===== config.mk =====
export PLATFORM = sky130hd
export DESIGN_NAME = program_sequencer_flat
export DESIGN_NICKNAME = d
export VERILOG_FILES = /design/src/rtl/program_sequencer_pkg.sv /design/src/rtl/program_sequencer_if.sv /design/src/rtl/program_sequencer_call_stack.sv /design/src/rtl/program_sequencer.sv /design/src/flat_wrapper.sv
export SDC_FILE = /design/constraint.sdc
export NUM_CORES = 1
export LEC_CHECK = 0
export CAP_MARGIN = 20
export CELL_PAD_IN_SITES_DETAIL_PLACEMENT = 1
export CELL_PAD_IN_SITES_GLOBAL_PLACEMENT = 1
export CORE_MARGIN = 5
export CORE_UTILIZATION = 57
export CTS_CLUSTER_DIAMETER = 50
export CTS_CLUSTER_SIZE = 14
export DETAILED_ROUTE_END_ITERATION = 8
export HOLD_SLACK_MARGIN = 0.1
export PLACE_DENSITY_LB_ADDON = 0.1
export SETUP_SLACK_MARGIN = 0.15
export SYNTH_ARGS = -nofsm -noshare
export SYNTH_HDL_FRONTEND = slang
export SYNTH_SLANG_ARGS = --single-unit

===== constraint.sdc =====
create_clock -name clk -period 16.8 [get_ports clk]
set_input_delay 5.04 -clock clk [delete_from_list [all_inputs] [get_ports clk]]
set_output_delay 5.04 -clock clk [all_outputs]
set_load 0.01 [all_outputs]

===== src/rtl/program_sequencer_pkg.sv =====
// program_sequencer_pkg: instruction encoding, opcode/fault enums and field accessors
package program_sequencer_pkg;
  typedef logic [31:0] instruction_t;
  typedef enum logic [3:0] {
    OP_NOP  = 4'd0,
    OP_JUMP = 4'd1,
    OP_UNL  = 4'd2,
    OP_CALL = 4'd3,
    OP_RET  = 4'd4,
    OP_HALT = 4'd5
  } opcode_t;
  typedef enum logic [1:0] {
    FAULT_NONE      = 2'd0,
    FAULT_OVERFLOW  = 2'd1,
    FAULT_UNDERFLOW = 2'd2
  } fault_code_t;
  function automatic opcode_t get_opcode(instruction_t i);
    return opcode_t'(i[31:28]);
  endfunction
  function automatic logic [15:0] get_jump_addr(instruction_t i);
    return i[15:0];
  endfunction
  function automatic logic signed [15:0] get_rel_branch_addr(instruction_t i);
    return $signed(i[15:0]);
  endfunction
endpackage


===== src/rtl/program_sequencer_if.sv =====
// program_sequencer_if: instruction/control inputs and PC/stack/status outputs of the sequencer
interface program_sequencer_if
  import program_sequencer_pkg::*;
#(
  parameter int PC_W        = 16,
  parameter int STACK_DEPTH = 32
);
  instruction_t                   instruction;
  logic                           diverge_consensus;
  logic                           stall;
  logic                           resume;
  logic [PC_W-1:0]                program_counter;
  logic [PC_W-1:0]                next_program_counter;
  logic [$clog2(STACK_DEPTH):0]   stack_level;
  logic                           halted;
  logic                           fault;
  fault_code_t                    fault_code;
  modport master (
    output instruction, diverge_consensus, stall, resume,
    input  program_counter, next_program_counter, stack_level, halted, fault, fault_code
  );
  modport slave (
    input  instruction, diverge_consensus, stall, resume,
    output program_counter, next_program_counter, stack_level, halted, fault, fault_code
  );
endinterface


===== src/rtl/program_sequencer_call_stack.sv =====
// call_stack: return-address storage and level counter; PROGRAM_SEQUENCER_STACK_CHECK_EN adds full/empty and a saturating-range level, otherwise the level wraps
module call_stack #(
  parameter int PC_W        = 16,
  parameter int STACK_DEPTH = 32
) (
  input  logic                         clk,
  input  logic                         rst_n,
  input  logic                         push,
  input  logic                         pop,
  input  logic [PC_W-1:0]              push_data,
  output logic [PC_W-1:0]              pop_data,
  output logic [$clog2(STACK_DEPTH):0] level
`ifdef PROGRAM_SEQUENCER_STACK_CHECK_EN
  ,
  output logic                         full,
  output logic                         empty
`endif
);
  localparam int IW = $clog2(STACK_DEPTH);
  localparam int LW = IW + 1;
  logic [PC_W-1:0] mem_q [STACK_DEPTH];
  logic [LW-1:0]   level_q, level_d;
  logic [IW-1:0]   top;
  assign top      = level_q[IW-1:0];
  assign pop_data = mem_q[top - IW'(1)];
  assign level    = level_q;
`ifdef PROGRAM_SEQUENCER_STACK_CHECK_EN
  assign full  = level_q == LW'(STACK_DEPTH);
  assign empty = level_q == '0;
`endif
  // Next level: count entries up on push, down on pop
  always_comb begin
`ifdef PROGRAM_SEQUENCER_STACK_CHECK_EN
    level_d = push ? level_q + LW'(1) : pop ? level_q - LW'(1) : level_q;
`else
    level_d = {1'b0, push ? top + IW'(1) : pop ? top - IW'(1) : top};
`endif
  end
  // Level register
  always_ff @(posedge clk or negedge rst_n) begin
    if (!rst_n) level_q <= '0;
    else        level_q <= level_d;
  end
  // Storage array, deliberately not reset
  always_ff @(posedge clk) begin
    if (push) mem_q[top] <= push_data;
  end
endmodule


===== src/rtl/program_sequencer.sv =====
// program_sequencer: PC and call/return sequencing with stall, halt/resume; PROGRAM_SEQUENCER_STACK_CHECK_EN enables the sticky stack FAULT state
module program_sequencer
  import program_sequencer_pkg::*;
#(
  parameter int PC_W        = 16,
  parameter int STACK_DEPTH = 32,
  parameter int PC_INC      = 2
) (
  input logic               clk,
  input logic               rst_n,
  program_sequencer_if.slave bus
);
  localparam int LW = $clog2(STACK_DEPTH) + 1;
  typedef enum logic [1:0] {
    S_RUN,
    S_HALTED
`ifdef PROGRAM_SEQUENCER_STACK_CHECK_EN
    ,
    S_FAULT
`endif
  } seq_state_t;
  seq_state_t      state_q, state_d;
  logic [PC_W-1:0] pc_q, pc_d, pc_inc, pc_rel, pop_data;
  logic            halted_q;
  logic            push, pop;
  logic [LW-1:0]   level;
  opcode_t         op;
`ifdef PROGRAM_SEQUENCER_STACK_CHECK_EN
  logic            full, empty, fault_q;
  fault_code_t     fc_q, fc_d;
`endif
  assign op     = get_opcode(bus.instruction);
  assign pc_inc = pc_q + PC_W'(PC_INC);
  assign pc_rel = pc_q + PC_W'(get_rel_branch_addr(bus.instruction));
  call_stack #(.PC_W(PC_W), .STACK_DEPTH(STACK_DEPTH)) u_stack (
    .clk       (clk),
    .rst_n     (rst_n),
    .push      (push),
    .pop       (pop),
    .push_data (pc_inc),
    .pop_data  (pop_data),
    .level     (level)
`ifdef PROGRAM_SEQUENCER_STACK_CHECK_EN
    ,
    .full      (full),
    .empty     (empty)
`endif
  );
  // Resolve next PC, state and stack action; stall freezes everything
  always_comb begin
    pc_d    = pc_q;
    state_d = state_q;
    push    = 1'b0;
    pop     = 1'b0;
`ifdef PROGRAM_SEQUENCER_STACK_CHECK_EN
    fc_d    = fc_q;
`endif
    if (!bus.stall) begin
      case (state_q)
        S_RUN: begin
          case (op)
            OP_JUMP: pc_d = PC_W'(get_jump_addr(bus.instruction));
            OP_UNL:  pc_d = bus.diverge_consensus ? pc_rel : pc_inc;
            OP_CALL: begin
`ifdef PROGRAM_SEQUENCER_STACK_CHECK_EN
              if (full) begin
                state_d = S_FAULT;
                fc_d    = FAULT_OVERFLOW;
              end else begin
                pc_d = PC_W'(get_jump_addr(bus.instruction));
                push = 1'b1;
              end
`else
              pc_d = PC_W'(get_jump_addr(bus.instruction));
              push = 1'b1;
`endif
            end
            OP_RET: begin
`ifdef PROGRAM_SEQUENCER_STACK_CHECK_EN
              if (empty) begin
                state_d = S_FAULT;
                fc_d    = FAULT_UNDERFLOW;
              end else begin
                pc_d = pop_data;
                pop  = 1'b1;
              end
`else
              pc_d = pop_data;
              pop  = 1'b1;
`endif
            end
            OP_HALT: state_d = S_HALTED;
            default: pc_d = pc_inc;
          endcase
        end
        S_HALTED: begin
          pc_d    = bus.resume ? pc_inc : pc_q;
          state_d = bus.resume ? S_RUN : S_HALTED;
        end
        default: ;
      endcase
    end
  end
  // The HALT instruction advertises its return address while the PC itself holds
  assign bus.next_program_counter = (!bus.stall && state_q == S_RUN && op == OP_HALT) ? pc_inc : pc_d;
  // State machine with registered PC and status outputs
  always_ff @(posedge clk or negedge rst_n) begin
    if (!rst_n) begin
      state_q  <= S_RUN;
      pc_q     <= '0;
      halted_q <= 1'b0;
`ifdef PROGRAM_SEQUENCER_STACK_CHECK_EN
      fault_q  <= 1'b0;
      fc_q     <= FAULT_NONE;
`endif
    end else begin
      state_q  <= state_d;
      pc_q     <= pc_d;
      halted_q <= state_d == S_HALTED;
`ifdef PROGRAM_SEQUENCER_STACK_CHECK_EN
      fault_q  <= state_d == S_FAULT;
      fc_q     <= fc_d;
`endif
    end
  end
  assign bus.program_counter = pc_q;
  assign bus.stack_level     = level;
  assign bus.halted          = halted_q;
`ifdef PROGRAM_SEQUENCER_STACK_CHECK_EN
  assign bus.fault           = fault_q;
  assign bus.fault_code      = fc_q;
`else
  assign bus.fault           = 1'b0;
  assign bus.fault_code      = FAULT_NONE;
`endif
endmodule


===== src/flat_wrapper.sv =====
// flat-port wrapper written by rule: the top's interface ports become plain ports
module program_sequencer_flat import program_sequencer_pkg::*;
#(
  parameter int PC_W        = 16,
  parameter int STACK_DEPTH = 32,
  parameter int PC_INC      = 2
)
  (clk, rst_n, bus_instruction, bus_diverge_consensus, bus_stall, bus_resume, bus_program_counter, bus_next_program_counter, bus_stack_level, bus_halted, bus_fault, bus_fault_code);
  program_sequencer_if #(.PC_W(PC_W), .STACK_DEPTH(STACK_DEPTH)) bus_i ();
  input logic clk;
  input logic rst_n;
  input wire logic [$bits(bus_i.instruction)-1:0] bus_instruction;
  input wire logic [$bits(bus_i.diverge_consensus)-1:0] bus_diverge_consensus;
  input wire logic [$bits(bus_i.stall)-1:0] bus_stall;
  input wire logic [$bits(bus_i.resume)-1:0] bus_resume;
  output wire logic [$bits(bus_i.program_counter)-1:0] bus_program_counter;
  output wire logic [$bits(bus_i.next_program_counter)-1:0] bus_next_program_counter;
  output wire logic [$bits(bus_i.stack_level)-1:0] bus_stack_level;
  output wire logic [$bits(bus_i.halted)-1:0] bus_halted;
  output wire logic [$bits(bus_i.fault)-1:0] bus_fault;
  output wire logic [$bits(bus_i.fault_code)-1:0] bus_fault_code;
  assign bus_i.instruction = bus_instruction;
  assign bus_i.diverge_consensus = bus_diverge_consensus;
  assign bus_i.stall = bus_stall;
  assign bus_i.resume = bus_resume;
  assign bus_program_counter = bus_i.program_counter;
  assign bus_next_program_counter = bus_i.next_program_counter;
  assign bus_stack_level = bus_i.stack_level;
  assign bus_halted = bus_i.halted;
  assign bus_fault = bus_i.fault;
  assign bus_fault_code = bus_i.fault_code;
  program_sequencer #(.PC_W(PC_W), .STACK_DEPTH(STACK_DEPTH), .PC_INC(PC_INC)) u_core (.clk(clk), .rst_n(rst_n), .bus(bus_i));
endmodule

### Yosys cells after proc, flatten, opt, wreduce, memory -nomap -nowiden

Memory sizes are Yosys's and may differ from the RTL's.
Cells that the tools add are included.

| storage, ports and cells | value |
|---|---|
| memories kept | 1 |
| memory bits (writable) | 512 |
| output and inout port bits | 42 |
| word-level logic and storage cells | 42 |
| register bits after elaboration | 24 |
| input port bits | 37 |

Memory list:

| name | words | bits a word | rd ports | clocked after memory_dff | wr ports | RTL line | RTL |
|---|---|---|---|---|---|---|---|
| u_core.u_stack.mem_q | 32 | 16 | 1 | 0 | 1 | program_sequencer_call_stack.sv:21 | `logic [PC_W-1:0] mem_q [STACK_DEPTH];` |

| operators by class | value |
|---|---|
| mux-type cells | 20 |
| reductions and logical operators | 6 |
| add/sub/neg operators | 4 |
| equal/unequal tests | 7 |

Operators by type and width:

| operator | number |
|---|---|
| $mux W16 | 4 |
| $pmux W16 S4 | 1 |
| $pmux W16 S2 | 1 |
| $add A16 B16 Y16 | 1 |
| $add A16 B2 Y16 const B | 1 |
| $mux W5 | 2 |
| $mux W1 | 9 |
| $eq A4 B2 Y1 const B | 2 |
| $eq A4 B3 Y1 const B | 2 |
| $add A5 B1 Y5 const B | 1 |
| $sub A5 B1 Y5 const B | 1 |
| $eq A2 B1 Y1 const B | 2 |
| $eq A4 B1 Y1 const B | 1 |
| $mux W2 | 2 |
| $pmux W2 S2 | 1 |
| $logic_and A1 B1 Y1 | 2 |
| $logic_not A2 Y1 | 1 |
| $reduce_bool A2 Y1 | 1 |
| $reduce_or A2 Y1 | 1 |
| $logic_not A1 Y1 | 1 |

### Logic depth before layout (Yosys ltp)

Gate-level depths: netlist (run 1).

| logic depth | value |
|---|---|
| word-level depth | 6 |
| mapped depth | 15 |
| mapped depth without buffers | 11 |

### Modules after synthesis

From an unflattened synthesis (run 1), not the netlist that was laid out.

| unflattened totals | value |
|---|---|
| cell total of the unflattened synthesis | 1399 |
| area total of the unflattened synthesis | 23741.5 um^2 |

Modules (own cells, without submodules):

| module | cells each | sequential area each (um^2) | area each (um^2) | times used |
|---|---|---|---|---|
| call_stack | 909 | 15499.9 | 20305.7 | 1 |
| program_sequencer | 490 | 475.5 | 3435.8 | 1 |

### Least setup slack after synthesis (run 1)

OpenSTA, ideal clock, no wires.

| path | value |
|---|---|
| path kind | input -> output |
| start point | input bus_instruction[0] |
| end point | output bus_next_program_counter[12] |
| slack | 4.500 ns |
| data arrival time | 7.260 ns |
| data required time | 11.760 ns |
| buffers on the path | 0 |
| cell stages on the path | 11 |
| cell sequence | ha_1 -> inv_1 -> fa_1 -> nor2b_1 -> o31a_1 -> o41a_1 -> a221o_1 -> a21oi_1 -> xnor2_1 -> a2111oi_1 -> o31ai_1 |

| on the way | value |
|---|---|
| cells in the longest elaborated chain, start to end | 6 |

RTL lines:

| item | RTL line | RTL |
|---|---|---|
| start: declaration | flat_wrapper.sv:12 | `input wire logic [$bits(bus_i.instruction)-1:0] bus_instruction;` |
| $add A16 B16 Y16 | program_sequencer.sv:34 | `assign pc_rel = pc_q + PC_W'(get_rel_branch_addr(bus.instruction));` |
| $mux W16 | program_sequencer.sv:63 | `OP_UNL: pc_d = bus.diverge_consensus ? pc_rel : pc_inc;` |
| $pmux W16 S4 | program_sequencer.sv:61 | `case (op)` |
| $pmux W16 S2 | program_sequencer.sv:59 | `case (state_q)` |
| $mux W16 | program_sequencer.sv:58 | `if (!bus.stall) begin` |
| $mux W16 | program_sequencer.sv:105 | `assign bus.next_program_counter = (!bus.stall && state_q == S_RUN && op == OP_HALT) ? pc_inc : pc_d;` |
| end: declaration | flat_wrapper.sv:17 | `output wire logic [$bits(bus_i.next_program_counter)-1:0] bus_next_program_counter;` |

Every way passes these cells.

### Worst setup path in the final report (run 1)

Ends and elaborated chain as after synthesis.

==> impl_metrics.yaml, run 1 <==
clock_tree:
  cts_buffer_depth: 3
  htree_levels: 2
  cts_buffers: 50
  cts.sinks: 536
  post_cts_buffers: 0
  cts.clk_slew.worst_paths_ns: 0.06
  cts-resized-gates: 0
  root_buffer: "clkbuf_16"
  hold_buffers: 0
  cts_tree: "built"
  insertion_delay_ns: 0.58
yosys:
  synth_edf_count: 512
  synth_area_um2: 23000
  ys_async_sr_fraction: 0.0448
  ys.warnings.count: 0
  avgSynthCellArea_um2: 18.4
  ys.flop_type: "edfxtp_1"
  ys_seq_elements: 536
  ys_seq_area_frac: 0.695
  ys_types: 68
  syn_inst: 1251
pwr:
  p_sw_w: 0.00141
  internal_power_w: 0.00293
  power_frac_comb: 0.370
  p_leak_nw: 8.62
  ir_drop_mv: 0.107
  p_clk_frac: 0.249
  seqPwrFrac: 0.380
  powerDensity_nw_per_um2: 166
  swShare: 0.325
placed_design:
  placed_area_um2: 24500
  place.gp.congestion: 0.949
  dpl.cell_count: 1819
  dp_hpwl_um: 37900
  io_buffer_count: 62
timing:
  min_period_over_period: 0.818
  hold_viol_final: 0
  setup_viol: 0
  period_needed_ns: 13.74
  worstMarginPinSlew_ns: 1.12
  slew_violations: 0
  rsz0062_at_grt: "no"
  tns_ns: 0
  slew_headroom: 0.253
  fmax_ghz: 0.0728
  timing.hold.ws_ns: 0.538
  skew_ns: 0.0329
drt:
  dr.first_iter.drc_count: 1286
  vias: 12700
  wl_um: 60000
  ant_nets: 0
  wl_per_cell_um: 31.5
  dr.pass1.iters: 5
  drc: 0
  avgViaCountPerCell: 6.68
hold_path:
  holdPathStages: 0
  hold_path.class: "reg2reg"
global_routing:
  grt_pass1_wl_um: 88200
  overflow: 0
  grt_usage: 0.270
  antenna_found_initial: 0
  grt_max_degree: 60
  grt_pass1_vias: 13000
worst_setup_path:
  reg2reg_depth: 10
  critPathKind: "in2out"
  endpoint_kind: "output port"
  cp.arrival_ns: 8.70
  crit_fanout: 4
  cp.required_ns: 11.76
  cp-start-kind: "input port"
floorplan:
  dieArea_um2: 44500
  die_y_um: 211
  initial_core_util: 0.578
  io_pins: 79
  rows: 73
  die_x_um: 211
  design.core.area_um2: 39800
layout:
  postLayoutCoreUtil: 0.657
  diodes: 0
  area_growth_pct: 13.8
  layout-drive-gt1-share: 0.253
  nets: 1411
  fin_cells: 1902
  fin_area_um2: 26200
  fill_cells: 3369
run:
  drv_cap: 0
status:
  outcome: "complete, no violations"
-- worst max-delay path, stage by stage --
cell and delay, ns:
clkdlybuf4s50_1 0.45, ha_1 0.23, inv_1 0.07, fa_1 0.20
nor2b_1 0.07, o31a_1 0.31, o41a_1 0.38, a221o_1 0.34
a21oi_1 0.18, xnor2_1 0.11, a2111oi_1 0.62, o31ai_1 0.18
clkdlybuf4s50_1 0.52
-- sequential cells by signal, indices dropped and copies added (netlist names) --
| name | cells |
|---|---|
| u_core.state_q | 2 |
| u_core.bus.program_counter | 16 |
| u_core.u_stack.mem_q | 512 |
| u_core.bus.halted | 1 |
| u_core.u_stack.level | 5 |
-- power by group through the flow --
stage / Clock, W / Combinational (W) / Sequential (W)
floorplan: 0 / 0.00108 / 0.00165
global placement: 0 / 0.00155 / 0.00168
detailed placement: 0 / 0.00160 / 0.00168
CTS: 0.00110 / 0.00161 / 0.00165
global route: 0.00117 / 0.00170 / 0.00165
finish: 0.00108 / 0.00161 / 0.00165
-- placed cells by master (no fill, tap or decap), types with 7 or more instances in the layout --
| cell | Yosys | final |
|---|---|---|
| xor2_1 | 11 | 8 |
| a21oi_1 | 55 | 55 |
| o21ai_0 | 38 | 38 |
| nand2_1 | 58 | 58 |
| o21a_1 | 8 | 8 |
| mux2_2 | 13 | 13 |
| nand3_1 | 14 | 14 |
| clkdlybuf4s50_1 | 0 | 62 |
| edfxtp_1 | 512 | 512 |
| buf_4 | 8 | 44 |
| mux4_2 | 156 | 156 |
| a21o_1 | 8 | 8 |
| o211ai_1 | 11 | 11 |
| nor2_1 | 75 | 47 |
| xnor2_2 | 1 | 9 |
| clkbuf_1 | 40 | 11 |
| buf_8 | 2 | 10 |
| mux2i_1 | 15 | 15 |
| nor3_1 | 7 | 7 |
| a221o_1 | 7 | 7 |
| ha_1 | 21 | 20 |
| xnor2_1 | 16 | 7 |
| clkbuf_16 | 0 | 51 |
| o21ai_1 | 9 | 9 |
| inv_1 | 13 | 13 |
| a31oi_1 | 9 | 9 |
| dfrtp_1 | 24 | 23 |
| and3_1 | 10 | 10 |
| nor2_2 | 0 | 28 |
-- cell families (layout without fill, tap and decap cells) --
family	Yosys count	after routing	share of synthesized area
AOI/OAI and AO/OA	183	183	0.0508
muxes	188	188	0.170
xor gates and xnor gates	28	28	0.0110
buffers and inverters	87	210	0.0187
adders and majority gates	22	22	0.0123
other	1	4	0.000163
and+or+nand+nor	206	206	0.0423
DFF	536	536	0.695
-- cell usage after synthesis, types with 8 or more instances --
cell,count,area (µm²)
inv_1,13,48.8
xnor2_1,16,140
buf_4,8,60.1
dfrtp_1,24,601
a31oi_1,9,56.3
clkbuf_1,40,150
o21ai_0,38,190
nand3_1,14,70.1
edfxtp_1,512,15400
nor2_1,75,282
mux2i_1,15,150
o211ai_1,11,82.6
mux4_2,156,3510
and3_1,10,62.6
a21oi_1,55,275
o21ai_1,9,45.0
mux2_2,13,146
o21a_1,8,60.1
a21o_1,8,60.1
xor2_1,11,96.3
buf_2,17,85.1
ha_1,21,263
nand2_1,58,218
-- final cells by class --
cell class | count | area [µm²] | area share
Tap cell | 525 | 657 | 0.0251
Clock inverter | 15 | 205 | 0.00784
Multi-Input combinational cell | 631 | 6800 | 0.260
Clock buffer | 62 | 1320 | 0.0503
Timing Repair Buffer | 119 | 1170 | 0.0446
Inverter | 14 | 52.6 | 0.00201
Sequential cell | 536 | 16000 | 0.610
-- metal layers --
metal	routed length, µm	GRT usage
met1	24100	0.390
met2	30400	0.452
met3	4460	0.0368
met4	991	0.0559
met5	0	0
-- metrics by stage --
stage / setup slack (ns) / power [W]
5_1_grt: 2.96 / 0.00452
3_5_place_dp: 3.05 / 0.00328
3_3_place_gp: 3.09 / 0.00323
6_report: 3.06 / 0.00434
4_1_cts: 3.05 / 0.00436
2_1_floorplan: 4.50 / 0.00274
-- worst paths after layout --
path,slack (ns),start,to
worst max register to register,11.72,u_core.u_stack.level[1],u_core.bus.program_counter[12]
worst max-delay path,3.06,bus_instruction[0],bus_next_program_counter[12]
min in group asynchronous,4.85,rst_n,u_core.bus.program_counter[13]
max in group asynchronous,11.62,rst_n,u_core.u_stack.level[0]
worst min-delay path,0.54,u_core.state_q[1],u_core.state_q[1]
worst min register to register,0.54,u_core.state_q[1],u_core.state_q[1]
(Power assumes the default switching activity.)
==> run 2: changes to the inputs <==
--- a/config.mk
+++ b/config.mk
@@ -9,7 +9,7 @@
 export CELL_PAD_IN_SITES_DETAIL_PLACEMENT = 1
 export CELL_PAD_IN_SITES_GLOBAL_PLACEMENT = 1
 export CORE_MARGIN = 5
-export CORE_UTILIZATION = 57
+export CORE_UTILIZATION = 48
 export CTS_CLUSTER_DIAMETER = 50
 export CTS_CLUSTER_SIZE = 14
 export DETAILED_ROUTE_END_ITERATION = 8
==> constraint.sdc (replaced) <==
create_clock -name clk -period 12.63 [get_ports clk]
set_input_delay 3.789 -clock clk [delete_from_list [all_inputs] [get_ports clk]]
set_output_delay 3.789 -clock clk [all_outputs]
set_load 0.01 [all_outputs]
==> impl_metrics.yaml, run 2 (synthesized netlist as in run 1, its figures left out) <==
layout:
  fill_cells: 4233
  area_growth_pct: 14.1
  nets: 1416
  regArea_um2: 16000
  top_register: "u_core.u_stack.mem_q"
  final_common_cell: "edfxtp_1"
  final_cell_mix: "edfxtp_1, mux4_2, clkdlybuf4s50_1"
  largest_register_ffs: 512
  layout-drive-gt1-share: 0.261
  multi_input_area_um2: 6810
  diodes: 0
drt:
  drc: 0
  vias: 12500
  avgViaCountPerCell: 6.25
  dr.pass1.iters: 5
  ant_nets: 0
  wl_per_cell_um: 30.6
  wl_um: 61100
  dr.first_iter.drc_count: 1217
pwr:
  powerDensity_nw_per_um2: 218
  power_frac_comb: 0.365
  swShare: 0.328
  p_sw_w: 0.00188
  ir_drop_mv: 0.145
  p_clk_frac: 0.245
  p_leak_nw: 8.61
  internal_power_w: 0.00385
  seqPwrFrac: 0.390
worst_setup_path:
  crit_fanout: 4
  reg2reg_depth: 8
  cp.arrival_ns: 7.46
  cp.required_ns: 8.84
  reg2reg_slack_ns: 7.70
  r2r_end: "u_core.bus.program_counter[12]"
  endpoint_kind: "output port"
  critPathLaunch: "bus_instruction[2]"
  cp-endpoint: "bus_next_program_counter[9]"
  critPathKind: "in2out"
  cp-start-kind: "input port"
  r2r-start: "u_core.u_stack.level[0]"
floorplan:
  initial_core_util: 0.484
  design.core.area_um2: 47500
  rows: 80
  dieArea_um2: 52400
  die_y_um: 229
  io_pins: 79
  die_x_um: 229
timing:
  worstMarginPinSlew_ns: 1.10
  timing.hold.ws_ns: 0.535
  rsz0062_at_grt: "no"
  tns_ns: 0
  fmax_ghz: 0.0889
  hold_viol_final: 0
  period_needed_ns: 11.25
  slew_headroom: 0.263
  min_period_over_period: 0.890
  skew_ns: 0.0223
  setup_viol: 0
  slew_violations: 0
clock_tree:
  insertion_delay_ns: 0.59
  cts-resized-gates: 0
  cts.sinks: 536
  post_cts_buffers: 0
  cts_tree: "built"
  hold_buffers: 0
  root_buffer: "clkbuf_16"
  cts_buffer_depth: 3
  htree_levels: 2
  cts_buffers: 51
  cts.clk_slew.worst_paths_ns: 0.06
global_routing:
  grt_pass1_wl_um: 90200
  grt_max_degree: 65
  grt_pass1_vias: 13000
  overflow: 0
  antenna_found_initial: 1
  grt_usage: 0.235
run:
  drv_cap: 0
hold_path:
  hold_path.class: "reg2reg"
placed_design:
  io_buffer_count: 62
  dp_hpwl_um: 39100
  place.gp.congestion: 0.841
status:
  outcome: "complete, no violations"
[run 2: cell types whose count changed in the layout (fill, tap and decap cells not counted), sizes merged]
| cell | delta |
|---|---|
| buf | +4 |
| bufinv | -3 |
| clkbuf | -5 |
| clkinv | +8 |
| clkinvlp | +2 |
| inv | -2 |
[run 2: through the flow]
stage	instances	power [W]	worst slack (ns)	area [µm²]	utilization
after CTS	1992	0.00577	1.46	26200	0.550
final	1996	0.00573	1.38	26200	0.552
after global routing	1996	0.00600	1.29	26200	0.552
after floorplan	1254	0.00364	2.83	23000	-
after detailed placement	1915	0.00437	1.48	24700	0.519
after global placement	1915	0.00433	1.48	24700	0.519
[run 2: area by class of cell]
class	count	area share
well taps	615	0.0293
inverters	14	0.00200
clock inverters	20	0.00567
clock buffers	57	0.0511
repair buffers	123	0.0434
flip-flops and latches	536	0.609
multi-input cells	631	0.260
[run 2: critical path: stages]
cell	delay, ns
clkdlybuf4s50_1	0.46
ha_1	0.36
and3_1	0.19
a2111oi_2	0.69
o21ai_0	0.25
a31oi_1	0.25
mux2i_1	0.27
a2111oi_2	0.07
nor3_1	0.33
mux2_2	0.25
clkdlybuf4s50_1	0.53
[run 2: worst min path at each step]
stage / from / endpoint / slack (ns) / cells past startpoint
4_1_cts: u_core.state_q[1] / u_core.state_q[1] / 0.53 / 0
6_report: u_core.state_q[1] / u_core.state_q[1] / 0.54 / 0
2_1_floorplan: u_core.state_q[1] / u_core.bus.halted / 0.49 / 1
3_3_place_gp: u_core.state_q[1] / u_core.state_q[1] / 0.51 / 0
5_1_grt: u_core.state_q[1] / u_core.state_q[1] / 0.56 / 0
3_5_place_dp: u_core.state_q[1] / u_core.state_q[1] / 0.52 / 0
[run 2: power by group through the flow]
stage                     registers (W)  logic, W  clock network, W
after floorplan                 0.00220   0.00144                 0
after global placement          0.00227   0.00206                 0
after detailed placement        0.00228   0.00210                 0
after CTS                       0.00224   0.00210           0.00144
after global routing            0.00224   0.00223           0.00153
final                           0.00223   0.00209           0.00140
[run 2: routing by layer]
metal	vias up	track usage	wire (µm)
met5	-	0	13
met4	2	0.0598	1590
met3	80	0.0494	3690
met2	388	0.378	29500
met1	6675	0.333	26300
li1	5330	-	-
